[config.mk]
export PLATFORM = sky130hd
export DESIGN_NAME = wb_commit_unit
export DESIGN_NICKNAME = d
export VERILOG_FILES = /design/src/rtl/mips_pkg.sv /design/src/rtl/load_align.sv /design/src/rtl/wb_commit_unit.sv
export SDC_FILE = /design/constraint.sdc
export NUM_CORES = 1
export LEC_CHECK = 0
export BUFFER_PORTS_ARGS = -buffer_cell sky130_fd_sc_hd__buf_2
export CAP_MARGIN = 20
export CORE_ASPECT_RATIO = 1.25
export CORE_MARGIN = 2
export CORE_UTILIZATION = 35
export CTS_BUF_LIST = sky130_fd_sc_hd__clkbuf_16
export DETAILED_ROUTE_END_ITERATION = 7
export SLEW_MARGIN = 20
export SYNTH_ARGS = -nofsm -noshare
export SYNTH_HDL_FRONTEND = slang
export SYNTH_SLANG_ARGS = --single-unit
[constraint.sdc]
create_clock -name clk -period 3 [get_ports clk]
set_clock_uncertainty 0.2 [all_clocks]
set_input_delay 0.9 -clock clk [delete_from_list [all_inputs] [get_ports clk]]
set_output_delay 0.9 -clock clk [all_outputs]
set_load 0.02 [all_outputs]
[src/rtl/mips_pkg.sv]
// Shared writeback encodings: load size codes, WB FSM states, datapath defaults.
// Imported by the load aligner and the commit unit.
package mips_pkg;

    localparam int DATA_W_DEF = 32;
    localparam int REG_AW_DEF = 5;

    localparam logic [1:0] LD_BYTE = 2'b00;
    localparam logic [1:0] LD_HALF = 2'b01;
    localparam logic [1:0] LD_WORD = 2'b10;

    typedef enum logic [1:0] {
        WB_IDLE    = 2'b00,
        WB_WAIT_LD = 2'b01,
        WB_COMMIT  = 2'b10
    } wb_state_t;

    typedef struct packed {
        logic [1:0] size;
        logic       sgn;
        logic [1:0] addr_lo;
    } ld_ctl_t;

endpackage

[src/rtl/load_align.sv]
// Combinational load lane select and sign/zero extension, plus misalignment flag.
// Zero latency; no flow control.
module load_align
    import mips_pkg::*;
#(
    parameter int DATA_W = DATA_W_DEF
) (
    input  logic [DATA_W-1:0] rdata,
    input  logic [1:0]        size,
    input  logic              sgn,
    input  logic [1:0]        addr_lo,
    output logic [DATA_W-1:0] data,
    output logic              misalign
);

    logic [7:0]  lane_b;
    logic [15:0] lane_h;

    assign lane_b = rdata[{addr_lo, 3'b000} +: 8];
    // Half lane uses only addr_lo[1]; the odd byte offset is dropped, not rotated.
    assign lane_h = addr_lo[1] ? rdata[31:16] : rdata[15:0];

    always_comb begin
        data     = rdata;
        misalign = 1'b0;
        case (size)
            LD_BYTE: data = {{(DATA_W-8){sgn & lane_b[7]}}, lane_b};
            LD_HALF: begin
                data     = {{(DATA_W-16){sgn & lane_h[15]}}, lane_h};
                misalign = addr_lo[0];
            end
            default: misalign = |addr_lo;
        endcase
    end

endmodule

[src/rtl/wb_commit_unit.sv]
// Writeback/commit: one registered RF write per retired instruction, 1 cycle after accept (ALU) or after load data.
// Backpressure: mem_ready drops only while a load waits for dmem_rvalid.
module wb_commit_unit
    import mips_pkg::*;
#(
    parameter int DATA_W = DATA_W_DEF,
    parameter int REG_AW = REG_AW_DEF,
    parameter int CNT_W  = 32
) (
    input  logic              clk,
    input  logic              reset,
    input  logic              mem_valid,
    output logic              mem_ready,
    input  logic              mem_reg_write,
    input  logic [REG_AW-1:0] mem_dest,
    input  logic              mem_is_load,
    input  logic [1:0]        mem_ld_size,
    input  logic              mem_ld_signed,
    input  logic [1:0]        mem_addr_lo,
    input  logic [DATA_W-1:0] mem_result,
    input  logic              dmem_rvalid,
    input  logic [DATA_W-1:0] dmem_rdata,
    output logic              rf_we,
    output logic [REG_AW-1:0] rf_waddr,
    output logic [DATA_W-1:0] rf_wdata,
    output logic              fwd_valid,
    output logic [REG_AW-1:0] fwd_reg,
    output logic [DATA_W-1:0] fwd_data,
    output logic              ld_misalign,
    output logic [CNT_W-1:0]  retire_cnt
);

    wb_state_t         state;
    logic              lat_we;
    logic [REG_AW-1:0] lat_dest;
    ld_ctl_t           lat_ld;
    logic [DATA_W-1:0] al_data;
    logic              al_mis;
    logic              accept;

    assign mem_ready = (state != WB_WAIT_LD);
    assign accept    = mem_valid & mem_ready;

    assign fwd_valid = rf_we;
    assign fwd_reg   = rf_waddr;
    assign fwd_data  = rf_wdata;

    load_align #(.DATA_W(DATA_W)) u_align (
        .rdata    (dmem_rdata),
        .size     (lat_ld.size),
        .sgn      (lat_ld.sgn),
        .addr_lo  (lat_ld.addr_lo),
        .data     (al_data),
        .misalign (al_mis)
    );

    // rf_* are registered so they are stable across the whole COMMIT cycle.
    always_ff @(posedge clk or posedge reset) begin
        if (reset) begin
            state       <= WB_IDLE;
            lat_we      <= 1'b0;
            lat_dest    <= '0;
            lat_ld      <= '0;
            rf_we       <= 1'b0;
            rf_waddr    <= '0;
            rf_wdata    <= '0;
            ld_misalign <= 1'b0;
            retire_cnt  <= '0;
        end else begin
            rf_we       <= 1'b0;
            ld_misalign <= 1'b0;
            case (state)
                WB_IDLE, WB_COMMIT: begin
                    if (accept) begin
                        if (mem_is_load) begin
                            lat_we   <= mem_reg_write;
                            lat_dest <= mem_dest;
                            lat_ld   <= '{size: mem_ld_size, sgn: mem_ld_signed, addr_lo: mem_addr_lo};
                            state    <= WB_WAIT_LD;
                        end else begin
                            state      <= WB_COMMIT;
                            retire_cnt <= retire_cnt + CNT_W'(1);
                            if (mem_reg_write && (mem_dest != '0)) begin
                                rf_we    <= 1'b1;
                                rf_waddr <= mem_dest;
                                rf_wdata <= mem_result;
                            end
                        end
                    end else begin
                        state <= WB_IDLE;
                    end
                end
                WB_WAIT_LD: begin
                    if (dmem_rvalid) begin
                        state       <= WB_COMMIT;
                        retire_cnt  <= retire_cnt + CNT_W'(1);
                        ld_misalign <= al_mis;
                        if (lat_we && (lat_dest != '0)) begin
                            rf_we    <= 1'b1;
                            rf_waddr <= lat_dest;
                            rf_wdata <= al_data;
                        end
                    end
                end
                default: state <= WB_IDLE;
            endcase
        end
    end

endmodule
=== Word level (Yosys, flattened, before mapping) ===
Cells that the tools add are included.

* Register bits: 84
* Input bits: 80
* Output and inout bits: 110
* Word-level logic and storage cells: 68

* Add/sub/neg operators: 1
* Equal/unequal tests: 9
* Shift-type cells: 1
* Multiplexer cells: 31
* Bitwise logic cells: 3
* Reductions and logical operators: 12

{| class="wikitable"
|+ Operator list
! operator !! count
|-
| 32-bit 2-to-1 mux || 8
|-
| 32-bit case mux with 2 select lines || 3
|-
| 32-bit by 1-bit adder with 32-bit output, second input constant || 1
|-
| 32-bit by 6-bit indexed part select with 8-bit output || 1
|-
| 5-bit 2-to-1 mux || 5
|-
| 16-bit 2-to-1 mux || 1
|-
| 2-bit inequality test, second input constant || 5
|-
| 5-bit case mux with 2 select lines || 1
|-
| 5-bit nonzero test || 2
|-
| 1-bit 2-to-1 mux || 7
|-
| 2-bit 2-to-1 mux || 3
|-
| 6-bit AND reduction || 1
|-
| 2-bit by 1-bit equality test with 1-bit output, second input constant || 2
|-
| 2-bit logical NOT || 2
|-
| 1-bit case mux with 2 select lines || 2
|-
| 2-bit case mux with 2 select lines || 1
|-
| 4-bit AND reduction || 1
|-
| 2-bit OR reduction || 2
|-
| 1-bit bitwise AND || 3
|-
| 3-bit AND reduction || 1
|-
| 2-bit equality test, second input constant || 1
|-
| 1-bit logical AND || 2
|-
| 2-bit by 1-bit inequality test with 1-bit output, second input constant || 1
|-
| 2-bit nonzero test || 1
|}

=== Longest topological paths before layout ===
Gate-level depths: netlist of run 1.

* Word-level depth: 6
* Mapped depth: 8
* Depth with buffers taken out: 6

=== Cells and area by module ===
From an unflattened synthesis of run 1, not the netlist that was laid out.

* Cells, all modules: 513
* Area, all modules: 4976.0 µm²

{| class="wikitable"
|+ Modules (own cells, without submodules)
! module !! instances !! cells an instance !! area an instance (µm²) !! sequential area each (µm²)
|-
| wb_commit_unit || 1 || 414 || 4259.1 || 2102.0
|-
| load_align || 1 || 99 || 716.9 || 0.0
|}

=== Worst setup path after synthesis of run 1 ===
Ideal clock, no wire load.

* Kind: register to output
* From: register state[0]
* To: output mem_ready
* Arrival time: 1.367 ns
* Data required time: 1.900 ns
* Slack: 0.533 ns
* Stages on the path, launching flop included: 5
* Buffers on the path: 2
* Cells stage by stage: dfrtp_1 -> and2b_1 -> clkinv_1 -> clkbuf_1 -> clkbuf_1

* Cells in the longest elaborated chain, start to end: 1

{| class="wikitable"
|+ Ends and longest elaborated chain
! what !! RTL line !! source
|-
| from (decl) || wb_commit_unit.sv:33 || <nowiki>wb_state_t state;</nowiki>
|-
| from (signal assigned) || wb_commit_unit.sv:60 || <nowiki>state <= WB_IDLE;</nowiki>
|-
| from (signal assigned) || wb_commit_unit.sv:79 || <nowiki>state <= WB_WAIT_LD;</nowiki>
|-
| from (signal assigned) || wb_commit_unit.sv:81 || <nowiki>state <= WB_COMMIT;</nowiki>
|-
| 2-bit by 1-bit inequality test with 1-bit output || wb_commit_unit.sv:41 || <nowiki>assign mem_ready = (state != WB_WAIT_LD);</nowiki>
|-
| to (decl) || wb_commit_unit.sv:13 || <nowiki>output logic mem_ready,</nowiki>
|}

Every way passes these cells.

=== Final worst setup path of run 1 ===
* From: input mem_dest[3]
* To: register rf_wdata[18] (netlist: fwd_data[18])

* Cells in the longest elaborated chain, start to end: 4

{| class="wikitable"
|+ Ends and longest elaborated chain
! what !! RTL line !! source
|-
| from (decl) || wb_commit_unit.sv:15 || <nowiki>input logic [REG_AW-1:0] mem_dest,</nowiki>
|-
| 5-bit nonzero test || wb_commit_unit.sv:83 || <nowiki>if (mem_reg_write && (mem_dest != '0)) begin</nowiki>
|-
| 1-bit logical AND || wb_commit_unit.sv:83 ||
|-
| 2-bit inequality test (no line) || - ||
|-
| 6-bit AND reduction (no line) || - ||
|-
| to (signal assigned) || wb_commit_unit.sv:86 || <nowiki>rf_wdata <= mem_result;</nowiki>
|-
| to (signal assigned) || wb_commit_unit.sv:101 || <nowiki>rf_wdata <= al_data;</nowiki>
|-
| to (decl) || wb_commit_unit.sv:25 || <nowiki>output logic [DATA_W-1:0] rf_wdata,</nowiki>
|}

Every way passes these cells.
A chain may end at the register's enable or synchronous reset.

==> results of run 1 <==
## cells by family (layout without fill, tap and decap cells)
family | Yosys count | count (layout) | synth area share, %
and+or+nand+nor | 163 | 163 | 18.2
AOI/OAI and AO/OA | 99 | 99 | 14.0
DFF | 84 | 84 | 45.5
buffers and inverters | 68 | 219 | 9.23
xor gates and xnor gates | 31 | 31 | 5.87
muxes | 29 | 29 | 6.93
adders and majority gates | 1 | 1 | 0.271
## layer usage
metal | global-route usage (%) | share of wire (%)
met1 | 23.1 | 40
met2 | 32.9 | 51
met3 | 4.14 | 7.1
met5 | 0 | 0.13
met4 | 4.91 | 1.4
## cells in the mapped netlist (all sizes together), types with 6 or more instances
cell type  count
dfrtp         84
a21oi         33
nand4          8
mux2          24
o21ai          7
and3          20
nand2         49
clkbuf        14
nor2          48
xnor2         25
buf           50
a31oi         18
a211oi        17
o211ai         8
xor2           6
nand3         14
## report_power, final
group          leakage [nW]  internal [W]  switching, W
clock network         0.138      0.000564      0.000473
logic                  1.61      0.000685       0.00124
registers              1.02       0.00143      0.000290
## critical path, cell delays in order
cell,delay (ns)
buf_2,0.10
or4_1,0.11
o2111ai_1,0.15
a221oi_4,0.88
buf_12,0.28
nor2_1,0.06
a21oi_1,0.13
## worst max-delay path by stage
stage / start / endpoint / slack, ns / depth (start not counted)
after floorplan: state[0]$_DFFE_PP0P_ / mem_ready / 0.53 / 4
after global placement: mem_dest[2] / fwd_data[0]$_DFFE_PP0P_ / 0.13 / 7
after detailed placement: mem_dest[1] / fwd_data[4]$_DFFE_PP0P_ / 0.03 / 7
after CTS: mem_dest[1] / fwd_data[18]$_DFFE_PP0P_ / 0.39 / 7
after global routing: state[1]$_DFFE_PP0P_ / fwd_data[20]$_DFFE_PP0P_ / 0.21 / 6
final: mem_dest[3] / fwd_data[18]$_DFFE_PP0P_ / 0.41 / 7
## through the flow
stage | worst slack [ns] | power, W
after floorplan | 0.533 | 0.00322
after global placement | 0.127 | 0.00365
after detailed placement | 0.0302 | 0.00368
after CTS | 0.385 | 0.00473
after global routing | 0.212 | 0.00498
final | 0.407 | 0.00468
## layout by cell type, fill, tap and decap left out, types with 2 or more instances in the layout
master / netlist / layout
nand3_1: 14 / 14
a21oi_1: 33 / 33
clkinv_1: 2 / 3
mux2_2: 23 / 23
a31oi_1: 18 / 18
a211oi_1: 17 / 17
buf_12: 0 / 2
o31ai_1: 3 / 3
or4_1: 2 / 2
and4_1: 3 / 3
clkbuf_16: 0 / 9
nand4_1: 8 / 8
xor2_1: 6 / 6
clkinv_4: 0 / 2
and3_1: 20 / 20
buf_2: 8 / 189
mux2i_1: 5 / 5
nor3_1: 4 / 4
clkinv_2: 0 / 2
a221oi_1: 4 / 4
xnor2_1: 25 / 25
inv_6: 0 / 2
nand2b_4: 2 / 2
a32oi_1: 4 / 4
nor2_1: 48 / 48
buf_4: 39 / 8
o21ai_0: 7 / 7
nor2b_1: 2 / 2
nor4b_4: 2 / 2
dfrtp_1: 84 / 84
o211ai_1: 8 / 8
nand2_1: 47 / 47
or3b_4: 2 / 2
## final cells by class
cell class                      instances  area [um2]  area share [%]
Inverter                                4        18.8           0.326
Tap cell                              168         210            3.65
Clock inverter                          7        48.8           0.847
Multi-Input combinational cell        323        2110            36.6
Timing Repair Buffer                  199        1050            18.2
Clock buffer                            9         225            3.91
Sequential cell                        84        2100            36.5
==> results.md, run 1 <==
* Root Driver: clkbuf_16
* Initial antenna violation count at 2
* Drt total wl at ~13000 um
* Crit-path max FO at 38
* PD cells at a little over 800 nW/um2
* GRT overflow at 0
* # H-tree levels at 3
* First-pass GRT wire length at 21000 um
* Post-synthesis sequential area ratio at 45.5%
* Setup Viol. Count Final at 0
* RSZ-0062 raised after global routing: no
* Die H at 133 um
* CTS Buf Count at 9
* Longest Clk Path Bufs at 2
* Starting Density at 36.2%
* Post-Route Setup TNS at 0 ns
* Lkg Pwr at between 2 and 3 nW
* Vias at 4138
* Post-route ant nets at 0
* Vias per cell at 5.21
* Fillers at 1274
* Die footprint at between 10000 and 15000 um2
* Routability congestion estimate at 0.861
* Finished Layout Cells at ~790
* Final net count at about 700
* Post-synth top area cell: dfrtp_1
* Pre-antenna DRT Iters at 6
* Clock latency on the worst-skew pair at 0.34 ns
* I/O pin cnt at 190
* Hold_buf cts at 0
* Net count after synthesis at 556
* IO buf count at roughly 190
* Area grow syn2layout at 24.5%
* CTS sink count at 84
* Worst Path Arrival at 2.64 ns
* Tmin final at 2.59 ns
* Warnings from Yosys at 0
* Relative slew slack at 31.8%
* Initial drt markers at about 180
* Max Cap Viol at 0
* CP required at 3.05 ns
* Total GRT Usage at 18.7%
* Placed Cells at just under 800
* Top cells by area, synth: dfrtp_1 45%, buf_4 6.3%, mux2_2 5.6%
* FF-to-FF setup slack at 0.44 ns
* Fin crit share at 86.4%
* Fin. Hold Viols at 0
* Area share of the largest cell type after synthesis at 45.5%
* R2r startpoint: state[1]$_DFFE_PP0P_
* Hold EP: retire_cnt[31]$_DFFE_PP0P_
* Distinct cells, synth at 48
* Critical Path Sink Type: flop
* EDFF count, synth at 0
* Number of global-route vias before repair at around 3900
* Routed WL per cell at approximately 17 um
* WHS at 0.272 ns
* Flops & latches, synth at 84
* FP Rows at 46
* DRC viols at 0
* Antenna cells at 0
* Reg-to-Reg End: fwd_data[18]$_DFFE_PP0P_
* Setup bufs post-CTS at 0
* Worst Min Path Start: retire_cnt[31]$_DFFE_PP0P_
* Dpl cell area at 5480 um2
* Outcome: complete, no violations
* Crit Path Category: in2reg
* Startpoint Class: primary input
* Post-layout instance area at 5760 um2
* Final core utilization at 45.1%
* Fmax at 0.386 GHz
* Resized cells post-CTS at 0
* Core area at ~13000 um2
* Ys async rst share at 100%
* Final HPWL from detailed placement at 10100 um
* Avg Cell Area, Syn at 9.74 um2
* Final Max Tran Viols at 0
* Largest net degree at the start of global routing at 85
* Post-Syn Instances at about 480
* VDD IR max at 0.383 mV
* Clock slew at reported path FFs at roughly 0.070 ns
* Die width at 107 um
* WHS Path Cells at 1
* Share of cells above drive strength 1 at 39.9%
* Worst reg2reg path depth at 6
* Worst Tran Pin Value at 1.02 ns
* Mapped Area at 4620 um2
* CTS tree: built
* Post-synth top flop: dfrtp_1
* Min-Delay Path Class: reg2reg
No activity file was read; power rests on OpenSTA's default activity.
==> inputs of run 2 (changes only) <==
==> constraint.sdc (replaced) <==
create_clock -name clk -period 3 [get_ports clk]
set_clock_uncertainty 0.2 [all_clocks]
set_input_delay 0.45 -clock clk [delete_from_list [all_inputs] [get_ports clk]]
set_output_delay 0.45 -clock clk [all_outputs]
set_load 0.02 [all_outputs]
==> run 2 against run 1 <==
Combinational power about the same. Cell count decreased by 0.50%. Critical path depth decreased by 2. Critical path type is now reg2out. Clock-buffer cell count unchanged. Critical endpoint is now mem_ready.
==> results.md, run 2 (synthesis results as in run 1) <==
* CP required at 2.35 ns (was 3.05 ns)
* Fin. Hold Viols at 0 (unchanged)
* Area grow syn2layout at 23.9% (was 24.5%)
* Post-layout instance area at 5730 um2 (was 5760 um2)
* Die H at 133 um (unchanged)
* GRT overflow at 0 (unchanged)
* Starting Density at 36.2% (unchanged)
* Die footprint at 14200 um2 (unchanged)
* RSZ-0062 raised after global routing: no (unchanged)
* Largest net degree at the start of global routing at 68 (was 85)
* Cell mode on critical path: buf_4
* Final core utilization at 44.8% (was 45.1%)
* PD cells at 808 nW/um2 (was 813 nW/um2)
* Initial drt markers at 129 (was 183)
* Fmax at 0.388 GHz (was 0.386 GHz)
* Fillers at 1315 (was 1274)
* Final net count at 698 (was 702)
* Crit path largest cell delay at 0.44 ns (was 0.88 ns)
* I/O pin cnt at 190 (unchanged)
* Post-Route Setup TNS at 0 ns (unchanged)
* Total GRT Usage at 18.4% (was 18.7%)
* Core area at 12800 um2 (unchanged)
* Final Max Tran Viols at 0 (unchanged)
* Vias per cell at 5.05 (was 5.21)
* Worst Path Arrival at 1.93 ns (was 2.64 ns)
* Commonest non-fill, non-tap cell in the layout: buf_2 (unchanged)
* Tmin final at 2.58 ns (was 2.59 ns)
* Dpl cell area at 5440 um2 (was 5480 um2)
* Lkg Pwr at 2.76 nW (was 2.77 nW)
* CP top delay family: buffers and inverters (was compound AO/OA/AOI/OAI gates)
* Crit-path max FO at 51 (was 38)
* CTS Buf Count at 9 (unchanged)
* Resized cells post-CTS at 0 (unchanged)
* Multi-input logic area at 2110 um2 (unchanged)
* Max Cap Viol at 0 (unchanged)
* Most frequent cells in the layout: 189 x buf_2, 84 x dfrtp_1, 48 x nor2_1 (unchanged)
* Finished Layout Cells at 790 (was 794)
* Critical path cell sequence: and2b_1 -> buf_4 -> clkinv_1 -> buf_4 -> buf_2 (was buf_2 -> or4_1 -> o2111ai_1 -> a221oi_4 -> buf_12 -> nor2_1 -> a21oi_1)
* Hold_buf cts at 1 (was 0)
* Initial antenna violation count at 1 (was 2)
* Vias at 3987 (was 4138)
* Root Driver: clkbuf_16 (unchanged)
* Number of global-route vias before repair at 3997 (was 3855)
* Tot Pwr at 0.00463 W (was 0.00468 W)
* Drt total wl at 13000 um (was 13400 um)
* Setup bufs post-CTS at 0 (unchanged)
* Relative slew slack at 51.1% (was 31.8%)
* Clock slew at reported path FFs at 0.06 ns (was 0.07 ns)
* CTS tree: built (unchanged)
* IO buf count at 189 (unchanged)
* Final HPWL from detailed placement at 9920 um (was 10100 um)
* Share of cells above drive strength 1 at 39.5% (was 39.9%)
* Fin crit share at 86.0% (was 86.4%)
* DRC viols at 0 (unchanged)
* Routability congestion estimate at 0.835 (was 0.861)
* Post-route ant nets at 0 (unchanged)
* Startpoint Class: flop (was primary input)
* Critical Path Sink Type: output port (was flop)
* FP Rows at 46 (unchanged)
* Clock latency on the worst-skew pair at 0.33 ns (was 0.34 ns)
* FF/Latch Area at 2100 um2 (unchanged)
* VDD IR max at 0.450 mV (was 0.383 mV)
* Setup Viol. Count Final at 0 (unchanged)
* Crit Path Category: reg2out (was in2reg)
* Min-Delay Path Class: in2reg (was reg2reg)
* Slowest-stage cell, CP: buf_4 (was a221oi_4)
* Antenna cells at 0 (unchanged)
* Worst path bufs/invs at 4 (was 2)
* Routed WL per cell at 16.4 um (was 16.9 um)
* Placed Cells at 773 (was 778)
* Outcome: complete, no violations (unchanged)
* # H-tree levels at 3 (unchanged)
* Worst Tran Pin Value at 0.732 ns (was 1.02 ns)
* Pre-antenna DRT Iters at 4 (was 6)
* First-pass GRT wire length at 20600 um (was 21000 um)
* CTS sink count at 84 (unchanged)
* Die width at 107 um (unchanged)
* Longest Clk Path Bufs at 2 (unchanged)
-- run 2: final cells by class --
class,instances,area share (%)
timing repair buffer,195,17.8
tap,168,3.67
sequential,84,36.7
multi-input combinational,323,36.8
inverter,4,0.284
clock buffer,9,3.93
clock inverter,7,0.874
-- run 2: final timing paths --
path	startpoint	end	slack, ns	cells after the start
hold / removal	mem_ld_size[0]	lat_ld[3]$_DFFE_PP0P_	0.15	2
hold reg to reg	retire_cnt[31]$_DFFE_PP0P_	retire_cnt[31]$_DFFE_PP0P_	0.28	1
min in group asynchronous	reset	fwd_data[16]$_DFFE_PP0P_	0.52	3
max in group asynchronous	reset	retire_cnt[25]$_DFFE_PP0P_	1.38	4
setup / recovery	state[0]$_DFFE_PP0P_	mem_ready	0.42	5
setup reg to reg	state[1]$_DFFE_PP0P_	fwd_data[3]$_DFFE_PP0P_	0.65	7
-- run 2: power breakdown --
part	switching (W)	internal, W
logic	0.00122	0.000675
clock network	0.000463	0.000565
registers	0.000274	0.00143
total	0.00196	0.00267
-- run 2: layer usage --
layer  global-route usage, %  wire length [um]  vias to the layer above
met5                       0                12                        -
met4                    7.14               318                        2
met3                    4.63               965                       22
met2                    31.7              6520                      162
met1                    21.9              5160                     1854
li1                        -                 -                     1947
-- run 2: metrics by stage --
stage	worst slack, ns	hold WS (ns)
after floorplan	0.185	0.280
after global placement	0.677	0.262
after detailed placement	0.636	0.270
after CTS	0.405	0.133
after global routing	0.284	0.136
final	0.420	0.146
==> inputs of run 3 (changes only) <==
--- a/config.mk
+++ b/config.mk
@@ -12,6 +12,7 @@
 export CORE_UTILIZATION = 35
 export CTS_BUF_LIST = sky130_fd_sc_hd__clkbuf_16
 export DETAILED_ROUTE_END_ITERATION = 7
+export RECOVER_POWER = 50
 export SLEW_MARGIN = 20
 export SYNTH_ARGS = -nofsm -noshare
 export SYNTH_HDL_FRONTEND = slang
==> run 3 against run 2 <==
Non-clock buffer count unchanged. Global-route usage unchanged. Combinational power down 7%. Sequential cell count unchanged. Setup slack better by 0.0026 ns. Highest routed layer unchanged. Routed wire length up 0.66%. The run now ends with capacitance limit, slew limit left.
==> results.md, run 3 (synthesis results as in run 1) <==
* Outcome: finished, violations left (was complete, no violations)
* Failing checks: capacitance limit, slew limit
* Commonest non-fill, non-tap cell in the layout: clkbuf_1 (was buf_2)
* Post-layout instance area at 5590 um2 (was 5730 um2)
* IO buf count at 189 (unchanged)
* Critical Path Sink Type: output port (unchanged)
* Clock slew at reported path FFs at 0.06 ns (about the same)
* Dpl cell area at 5440 um2 (unchanged)
* CP top delay family: buffers and inverters (unchanged)
* FF/Latch Area at 2100 um2 (unchanged)
* DR WL met2 at 6410 um (was 6520 um)
* CP required at 2.35 ns (about the same)
* Final HPWL from detailed placement at 9920 um (unchanged)
* Uppermost layer routed: met5 (unchanged)
* Relative slew slack at -13.5% (was 51.1%)
* Crit path largest cell delay at 0.44 ns (about the same)
* Share of cells above drive strength 1 at 23.2% (was 39.5%)
* Post-Route Setup TNS at 0 ns (unchanged)
* Root Driver: clkbuf_16 (unchanged)
* Clock latency on the worst-skew pair at 0.33 ns (about the same)
* Crit Path Category: reg2out (unchanged)
* Initial drt markers at 154 (was 129)
* Post-route ant nets at 0 (unchanged)
* Routability congestion estimate at 0.835 (unchanged)
* Starting Density at 36.2% (unchanged)
* CTS tree: built (unchanged)
* Die H at 133 um (unchanged)
* Fmax at 0.388 GHz (about the same)
* PD cells at 807 nW/um2 (was 808 nW/um2)
* Final core utilization at 43.8% (was 44.8%)
* Final Max Tran Viols at 35 (was 0)
* RSZ-0062 raised after global routing: no (unchanged)
* Final net count at 698 (unchanged)
* Worst Tran Pin Value at 1.69 ns (was 0.732 ns)
* WHS Path Cells at 2 (unchanged)
* Multi-input logic area at 2100 um2 (was 2110 um2)
* Crit-path max FO at 51 (unchanged)
* Routed WL per cell at 16.5 um (was 16.4 um)
* Vias per cell at 5.08 (was 5.05)
* First-pass GRT wire length at 20600 um (unchanged)
* Die width at 107 um (unchanged)
* Core area at 12800 um2 (unchanged)
* Cell mode on critical path: buf_4 (unchanged)
* CTS sink count at 84 (unchanged)
* Area grow syn2layout at 20.9% (was 23.9%)
* CTS Buf Count at 9 (unchanged)
* Drt total wl at 13100 um (was 13000 um)
* Met1 wire length at 5360 um (was 5160 um)
* FP Rows at 46 (unchanged)
* Initial antenna violation count at 1 (unchanged)
* Startpoint Class: flop (unchanged)
* Tmin final at 2.58 ns (about the same)
* Total GRT Usage at 18.4% (unchanged)
* Worst path bufs/invs at 4 (unchanged)
* Fin crit share at 85.9% (was 86.0%)
* Fin. Hold Viols at 0 (unchanged)
* Critical path cell sequence: and2b_1 -> buf_4 -> clkinv_1 -> buf_4 -> buf_2 (unchanged)
* Slowest-stage cell, CP: buf_4 (unchanged)
* Lkg Pwr at 2.47 nW (was 2.76 nW)
* Pre-antenna DRT Iters at 5 (was 4)
* Worst Path Arrival at 1.93 ns (about the same)
* I/O pin cnt at 190 (unchanged)
* # H-tree levels at 3 (unchanged)
* Vias at 4011 (was 3987)
* Setup bufs post-CTS at 0 (unchanged)
* DRC viols at 0 (unchanged)
* Max Cap Viol at 1 (was 0)
* Number of global-route vias before repair at 3997 (unchanged)
* WP depth at 5 (unchanged)
* Longest Clk Path Bufs at 2 (unchanged)
* Setup Viol. Count Final at 0 (unchanged)
* Min-Delay Path Class: in2reg (unchanged)
* VDD IR max at 0.416 mV (was 0.450 mV)
* Die footprint at 14200 um2 (unchanged)
* Fillers at 1371 (was 1315)
* GRT overflow at 0 (unchanged)
* Wire length on met3 at 919 um (was 965 um)
* Most frequent cells in the layout: 100 x clkbuf_1, 90 x buf_2, 84 x dfrtp_1 (was 189 x buf_2, 84 x dfrtp_1, 48 x nor2_1)
* Antenna cells at 0 (unchanged)
* Worst reg2reg path depth at 7 (unchanged)
* Largest net degree at the start of global routing at 68 (unchanged)
## run 3: per-stage QoR
stage	total power [W]	hold slack (ns)	std cells	setup slack, ns
after global routing	0.00480	0.136	790	0.289
after CTS	0.00469	0.133	790	0.405
final	0.00451	0.145	790	0.423
after global placement	0.00361	0.262	773	0.677
after floorplan	0.00322	0.280	475	0.185
after detailed placement	0.00364	0.270	773	0.636
## run 3: path summary, 6_finish.rpt
path,slack [ns],startpoint,to
min in group asynchronous,0.86,reset,fwd_data[16]$_DFFE_PP0P_
hold / removal,0.15,mem_ld_size[0],lat_ld[3]$_DFFE_PP0P_
setup reg to reg,0.64,state[1]$_DFFE_PP0P_,fwd_data[3]$_DFFE_PP0P_
hold reg to reg,0.28,retire_cnt[31]$_DFFE_PP0P_,retire_cnt[31]$_DFFE_PP0P_
max in group asynchronous,0.84,reset,retire_cnt[13]$_DFFE_PP0P_
setup / recovery,0.42,state[0]$_DFFE_PP0P_,mem_ready
## run 3: cell type report
| type | instances | area share (%) |
|---|---|---|
| well taps | 168 | 3.76 |
| repair buffers | 195 | 15.9 |
| clock buffers | 9 | 4.03 |
| inverters | 4 | 0.291 |
| multi-input cells | 323 | 37.5 |
| clock inverters | 7 | 0.895 |
| flip-flops and latches | 84 | 37.6 |
## run 3: timing repair
item / CTS / global route
gates resized for setup: 0 / 0
hold buffers: 1 / 0
endpoints found under the hold margin: 5 / 0
## run 3: power by group
group	internal [W]	switching, W
Combinational	0.000543	0.00122
Sequential	0.00143	0.000289
Clock	0.000565	0.000460
## run 3: metal layers
metal / vias to the layer above / track usage, %
met5: - / 0
met4: 2 / 7.14
met3: 25 / 4.63
met2: 166 / 31.7
met1: 1869 / 21.9
li1: 1949 / -
